`config.mk`:
```
export PLATFORM = sky130hd
export DESIGN_NAME = ocp_master_initiator_flat
export DESIGN_NICKNAME = d
export VERILOG_FILES = /design/src/rtl/ocp_pkg.sv /design/src/rtl/ocp_if.sv /design/src/rtl/ocp_resp_timer.sv /design/src/rtl/ocp_master_initiator.sv /design/src/flat_wrapper.sv
export SDC_FILE = /design/constraint.sdc
export NUM_CORES = 1
export LEC_CHECK = 0
export CAP_MARGIN = 15
export CORE_MARGIN = 2
export CORE_UTILIZATION = 46
export CTS_BUF_LIST = sky130_fd_sc_hd__clkbuf_4 sky130_fd_sc_hd__clkbuf_8
export DETAILED_ROUTE_END_ITERATION = 8
export PLACE_DENSITY_LB_ADDON = 0.12
export REMOVE_ABC_BUFFERS = 1
export SLEW_MARGIN = 20
export SYNTH_ARGS = -nofsm -noshare
export SYNTH_HDL_FRONTEND = slang
export SYNTH_SLANG_ARGS = --single-unit
export TNS_END_PERCENT = 5
```
`constraint.sdc`:
```
create_clock -name clk -period 8.9 [get_ports clk]
set_input_delay 2.67 -clock clk [delete_from_list [all_inputs] [get_ports clk]]
set_output_delay 2.67 -clock clk [all_outputs]
set_load 0.02 [all_outputs]
```
`src/rtl/ocp_pkg.sv`:
```
// Shared OCP encodings: command, response and initiator FSM states.
package ocp_pkg;

  typedef enum logic [1:0] {
    S_CMD_IDLE  = 2'd0,
    S_CMD_WRITE = 2'd1,
    S_CMD_READ  = 2'd2
  } cmd_t;

  typedef enum logic [1:0] {
    S_RESP_NULL = 2'd0,
    S_RESP_DVA  = 2'd1,
    S_RESP_ERR  = 2'd2
  } resp_t;

  typedef enum logic [1:0] {
    IDLE = 2'd0,
    CMD  = 2'd1,
    RESP = 2'd2,
    DONE = 2'd3
  } state_t;

  // Command code presented on the bus for a captured request.
  function automatic cmd_t cmd_for(input logic write);
    return write ? S_CMD_WRITE : S_CMD_READ;
  endfunction

endpackage

```
`src/rtl/ocp_if.sv`:
```
// OCP request/response bundle between one master and one slave.
interface ocp_if #(
  parameter int DATA_WIDTH = 32,
  parameter int ADDR_WIDTH = 5
);
  ocp_pkg::cmd_t           s_cmd;
  logic [ADDR_WIDTH-1:0]   s_addr;
  logic [DATA_WIDTH-1:0]   s_data;
  logic                    s_cmd_accept;
  ocp_pkg::resp_t          s_resp;
  logic [DATA_WIDTH-1:0]   s_resp_data;

  modport master (
    output s_cmd, s_addr, s_data,
    input  s_cmd_accept, s_resp, s_resp_data
  );

  modport slave (
    input  s_cmd, s_addr, s_data,
    output s_cmd_accept, s_resp, s_resp_data
  );
endinterface

```
`src/rtl/ocp_resp_timer.sv`:
```
// Saturating counter of cycles spent waiting for a slave response.
module ocp_resp_timer #(
  parameter int RESP_TIMEOUT = 15
) (
  input  logic clk,
  input  logic reset,
  input  logic run,
  output logic expired
);
  localparam int CW = $clog2(RESP_TIMEOUT + 1);
  localparam logic [CW-1:0] MAX  = CW'(RESP_TIMEOUT);
  localparam logic [CW-1:0] LAST = CW'(RESP_TIMEOUT - 1);

  logic [CW-1:0] count;

  // Held at zero outside the wait so every wait starts from zero; saturates at the limit.
  always_ff @(posedge clk or posedge reset) begin
    if (reset)
      count <= '0;
    else if (!run)
      count <= '0;
    else if (count != MAX)
      count <= count + 1'b1;
  end

  // Asserted during the final permitted waiting cycle.
  assign expired = run && (count == LAST);

endmodule

```
`src/rtl/ocp_master_initiator.sv`:
```
// Single-outstanding OCP initiator: local request -> bus command -> response.
module ocp_master_initiator
  import ocp_pkg::*;
#(
  parameter int DATA_WIDTH   = 32,
  parameter int ADDR_WIDTH   = 5,
  parameter int RESP_TIMEOUT = 15
) (
  input  logic                  clk,
  input  logic                  reset,
  input  logic                  enable,
  input  logic                  req_valid,
  output logic                  req_ready,
  input  logic                  req_write,
  input  logic [ADDR_WIDTH-1:0] req_addr,
  input  logic [DATA_WIDTH-1:0] req_wdata,
  output logic                  rsp_valid,
  output logic [DATA_WIDTH-1:0] rsp_rdata,
  output logic                  rsp_error,
  ocp_if.master                 m_ocp,
  output logic                  busy
);

  state_t                state_q, state_d;
  logic                  wr_q;
  logic [ADDR_WIDTH-1:0] addr_q;
  logic [DATA_WIDTH-1:0] wdata_q;
  logic [DATA_WIDTH-1:0] rdata_q;
  logic                  err_q;
  logic                  load_req, load_rsp, load_tmo;
  logic                  tmo_expired;

  ocp_resp_timer #(.RESP_TIMEOUT(RESP_TIMEOUT)) u_timer (
    .clk     (clk),
    .reset   (reset),
    .run     (state_q == RESP),
    .expired (tmo_expired)
  );

  // FSM state register.
  always_ff @(posedge clk or posedge reset) begin
    if (reset) state_q <= IDLE;
    else       state_q <= state_d;
  end

  // Next state, bus drive and capture strobes.
  always_comb begin
    state_d       = state_q;
    req_ready     = 1'b0;
    load_req      = 1'b0;
    load_rsp      = 1'b0;
    load_tmo      = 1'b0;
    m_ocp.s_cmd   = S_CMD_IDLE;
    m_ocp.s_addr  = '0;
    m_ocp.s_data  = '0;
    unique case (state_q)
      IDLE: begin
        req_ready = enable;
        if (req_valid && enable) begin
          load_req = 1'b1;
          state_d  = CMD;
        end
      end
      CMD: begin
        m_ocp.s_cmd  = cmd_for(wr_q);
        m_ocp.s_addr = addr_q;
        m_ocp.s_data = wdata_q;
        // A response in the accept cycle completes without visiting RESP.
        if (m_ocp.s_cmd_accept) begin
          if (m_ocp.s_resp != S_RESP_NULL) begin
            load_rsp = 1'b1;
            state_d  = DONE;
          end else begin
            state_d  = RESP;
          end
        end
      end
      RESP: begin
        if (m_ocp.s_resp != S_RESP_NULL) begin
          load_rsp = 1'b1;
          state_d  = DONE;
        end else if (tmo_expired) begin
          load_tmo = 1'b1;
          state_d  = DONE;
        end
      end
      DONE: state_d = IDLE;
      default: state_d = IDLE;
    endcase
  end

  // Request and completion capture; completion values hold until the next one.
  always_ff @(posedge clk or posedge reset) begin
    if (reset) begin
      wr_q    <= 1'b0;
      addr_q  <= '0;
      wdata_q <= '0;
      rdata_q <= '0;
      err_q   <= 1'b0;
    end else begin
      if (load_req) begin
        wr_q    <= req_write;
        addr_q  <= req_addr;
        wdata_q <= req_wdata;
      end
      if (load_rsp) begin
        rdata_q <= (m_ocp.s_resp == S_RESP_DVA && !wr_q) ? m_ocp.s_resp_data : '0;
        err_q   <= (m_ocp.s_resp != S_RESP_DVA);
      end else if (load_tmo) begin
        rdata_q <= '0;
        err_q   <= 1'b1;
      end
    end
  end

  assign rsp_valid = (state_q == DONE);
  assign rsp_rdata = rdata_q;
  assign rsp_error = err_q;
  assign busy      = (state_q != IDLE);

endmodule

```
`src/flat_wrapper.sv`:
```
// flat-port wrapper written by rule: the top's interface ports become plain ports
module ocp_master_initiator_flat import ocp_pkg::*;
#(
  parameter int DATA_WIDTH   = 32,
  parameter int ADDR_WIDTH   = 5,
  parameter int RESP_TIMEOUT = 15
)
  (clk, reset, enable, req_valid, req_ready, req_write, req_addr, req_wdata, rsp_valid, rsp_rdata, rsp_error, busy, m_ocp_s_cmd, m_ocp_s_addr, m_ocp_s_data, m_ocp_s_cmd_accept, m_ocp_s_resp, m_ocp_s_resp_data);
  ocp_if #(.DATA_WIDTH(DATA_WIDTH), .ADDR_WIDTH(ADDR_WIDTH)) m_ocp_i ();
  input  logic clk;
  input  logic reset;
  input  logic enable;
  input  logic req_valid;
  output logic req_ready;
  input  logic req_write;
  input  logic [ADDR_WIDTH-1:0] req_addr;
  input  logic [DATA_WIDTH-1:0] req_wdata;
  output logic rsp_valid;
  output logic [DATA_WIDTH-1:0] rsp_rdata;
  output logic rsp_error;
  output logic busy;
  output wire logic [$bits(m_ocp_i.s_cmd)-1:0] m_ocp_s_cmd;
  output wire logic [$bits(m_ocp_i.s_addr)-1:0] m_ocp_s_addr;
  output wire logic [$bits(m_ocp_i.s_data)-1:0] m_ocp_s_data;
  input wire logic [$bits(m_ocp_i.s_cmd_accept)-1:0] m_ocp_s_cmd_accept;
  input wire logic [$bits(m_ocp_i.s_resp)-1:0] m_ocp_s_resp;
  input wire logic [$bits(m_ocp_i.s_resp_data)-1:0] m_ocp_s_resp_data;
  assign m_ocp_s_cmd = m_ocp_i.s_cmd;
  assign m_ocp_s_addr = m_ocp_i.s_addr;
  assign m_ocp_s_data = m_ocp_i.s_data;
  assign m_ocp_i.s_cmd_accept = m_ocp_s_cmd_accept;
  assign m_ocp_i.s_resp = m_ocp_s_resp;
  assign m_ocp_i.s_resp_data = m_ocp_s_resp_data;
  ocp_master_initiator #(.DATA_WIDTH(DATA_WIDTH), .ADDR_WIDTH(ADDR_WIDTH), .RESP_TIMEOUT(RESP_TIMEOUT)) u_core (.clk(clk), .reset(reset), .enable(enable), .req_valid(req_valid), .req_ready(req_ready), .req_write(req_write), .req_addr(req_addr), .req_wdata(req_wdata), .rsp_valid(rsp_valid), .rsp_rdata(rsp_rdata), .rsp_error(rsp_error), .m_ocp(m_ocp_i), .busy(busy));
endmodule
```
==> run summary <==
status -> complete, no violations
Primary FF master, synth -> dfrtp_1
Tcrit/Tclk final -> 0.736
Routed WL -> 7670 um
Slew HR -> 0.355
core area -> 0.00683 sq mm
Detail Placement HPWL -> 5340 um
CTS tree -> yes
CTS root buf -> clkbuf_8
share of cells above drive strength 1 -> 0.150
post-cts sizing count -> 0
Yosys cell types -> 27
Synthesis Warnings -> 0
Yosys reg bits -> 77
drt wl/cell -> 15.5 um
largest net degree at the start of global routing -> 78
GRT Residual Overflow -> 0
Slew Limit Fails -> 0
fmax -> 153 MHz
post-route ant nets -> 0
sequential area share after synthesis -> 0.593
RSZ-0062 raised after global routing -> no
worst slew pin tran -> 0.967 ns
WHS -> 0.500 ns
vias in the first global route -> 2494
TritonCTS buffer count -> 9
EDFF count, synth -> 0
I/O Buffers -> 151
total negative slack -> 0 ns
syn avg cell area -> 13.3 sq um
Reg clk slew, reported paths -> 0.07 ns
clock tree buffer depth -> 2
max cap viols -> 0
die width -> 88.0 um
Peak VDD IR -> 0.141 mV
Starting Density -> 0.476
DR vias/cell -> 4.94
# IOs -> 152
clk_lat worst skew -> 0.34 ns
first-pass GRT wire length -> 11700 um
cell row count -> 30
largest area contributor in the netlist -> dfrtp_1
required time of the critical path -> 6.23 ns
Die Y-Extent -> 88.0 um
Worst Skew -> 0.0124 ns
Initial DRT Pass Iterations -> 6
Synth Instances -> 245
min cycle time layout -> 6.55 ns
top cells by area, synth -> dfrtp_1 (59%), mux2_2 (13%), a22o_1 (8.6%)
Worst Setup Start Kind -> primary input
synthesized area -> 0.00325 sq mm
most frequent cell after synthesis -> dfrtp_1
P per Cell Area -> 301 mW/mm^2
antenna violations before repair -> 0
Worst Setup Path Type -> in2out
drc violations -> 0
Post-synth ARST share -> 1.00
Leak Pwr -> 2.22 nW
total track usage -> 0.200
post-CTS setup buffer count -> 0
critical path arrival -> 3.88 ns
CTS H-Tree Depth -> 3
CTS hold repair buffers -> 0
GP Congestion -> 0.835
clock sink count -> 77
die area -> 0.00775 sq mm
Synth top area share -> 0.593
Total Nets Final -> 479
# diodes -> 0
Area Overhead vs Synth -> 55.7%
top cells by count, synth -> dfrtp_1 (77), and2_1 (39), mux2_2 (38)
final setup vio count -> 0
CP max FO -> 2
Crit. End Element -> output pin
Fin. Hold Viols -> 0
DRT iter0 DRCs -> 79
Cells after DPL -> 480
min-delay worst type -> reg2reg
via count -> 2448
Post-Layout Cell Count -> 496
registers in the layout, summed over array words and instances, names as in the netlist:
register              count
u_core.addr_q             5
u_core.u_timer.count      4
u_core.state_q            2
u_core.rsp_error          1
u_core.wr_q               1
u_core.rsp_rdata         32
u_core.wdata_q           32
metal layers:
layer	share of wire	routed length, um	vias up	GRT usage
li1	-	-	1155	-
met1	0.42	3240	1179	0.243
met2	0.48	3680	103	0.333
met3	0.082	631	11	0.0594
met4	0.016	124	0	0.0840
met5	0	0	-	0
final timing paths:
path | startpoint | end | slack, ns | depth (start not counted)
max | enable | req_ready | 2.35 | 3
min | u_core.wdata_q[22] | u_core.wdata_q[22] | 0.50 | 1
max reg2reg | u_core.state_q[1] | u_core.rsp_rdata[7] | 6.43 | 6
min reg2reg | u_core.wdata_q[22] | u_core.wdata_q[22] | 0.50 | 1
max in group asynchronous | reset | u_core.wdata_q[28] | 5.33 | 3
min in group asynchronous | reset | u_core.rsp_rdata[1] | 2.94 | 3
worst max-delay path: stages:
cell and delay [ns]:
clkdlybuf4s50_1 0.47, and2_1 0.14, clkdlybuf4s50_1 0.60
cell families after synthesis:
kind of cell             Yosys count  synth area share
AND/OR/NAND/NOR                   56             0.102
buffers and inverters             22            0.0308
AO/OA/AOI/OAI                     43             0.110
XOR/XNOR                           2           0.00539
adder cells (fa/ha/maj)            7            0.0270
flip-flops                        77             0.593
multiplexers                      38             0.132
placed cells by master, fill, tap and decap left out, types with 4 or more instances in the layout:
master,synthesis,final
o21ai_0,4,4
nand2_1,8,8
inv_1,8,7
mux2_2,38,38
clkbuf_8,0,9
clkinv_4,0,4
clkdlybuf4s50_1,0,151
dfrtp_1,77,77
and2_1,39,39
ha_1,7,6
a22o_1,32,32
cell type report:
class / count / area [sq um]
Clock buffer: 9 / 124
Fill cell: 496 / 1770
Inverter: 8 / 31.3
Timing Repair Buffer: 153 / 1530
Multi-Input combinational cell: 146 / 1230
Clock inverter: 7 / 100
Tap cell: 96 / 120
Sequential cell: 77 / 1930
where the power goes:
group / switching (mW) / internal, mW
Clock: 0.129 / 0.159
Sequential: 0.0607 / 0.472
Combinational: 0.332 / 0.369
Total: 0.522 / 1.00
per-stage QoR:
step,total power [mW],setup WS (ns),instance area (sq um),util
2_1_floorplan,0.926,3.33,3180,-
3_3_place_gp,1.23,2.36,4830,0.707
3_5_place_dp,1.25,2.35,4830,0.708
4_1_cts,1.54,2.35,5060,0.740
5_1_grt,1.61,2.28,5060,0.740
6_report,1.52,2.35,5060,0.740
Note: power is estimated with default switching activity, not from simulation.
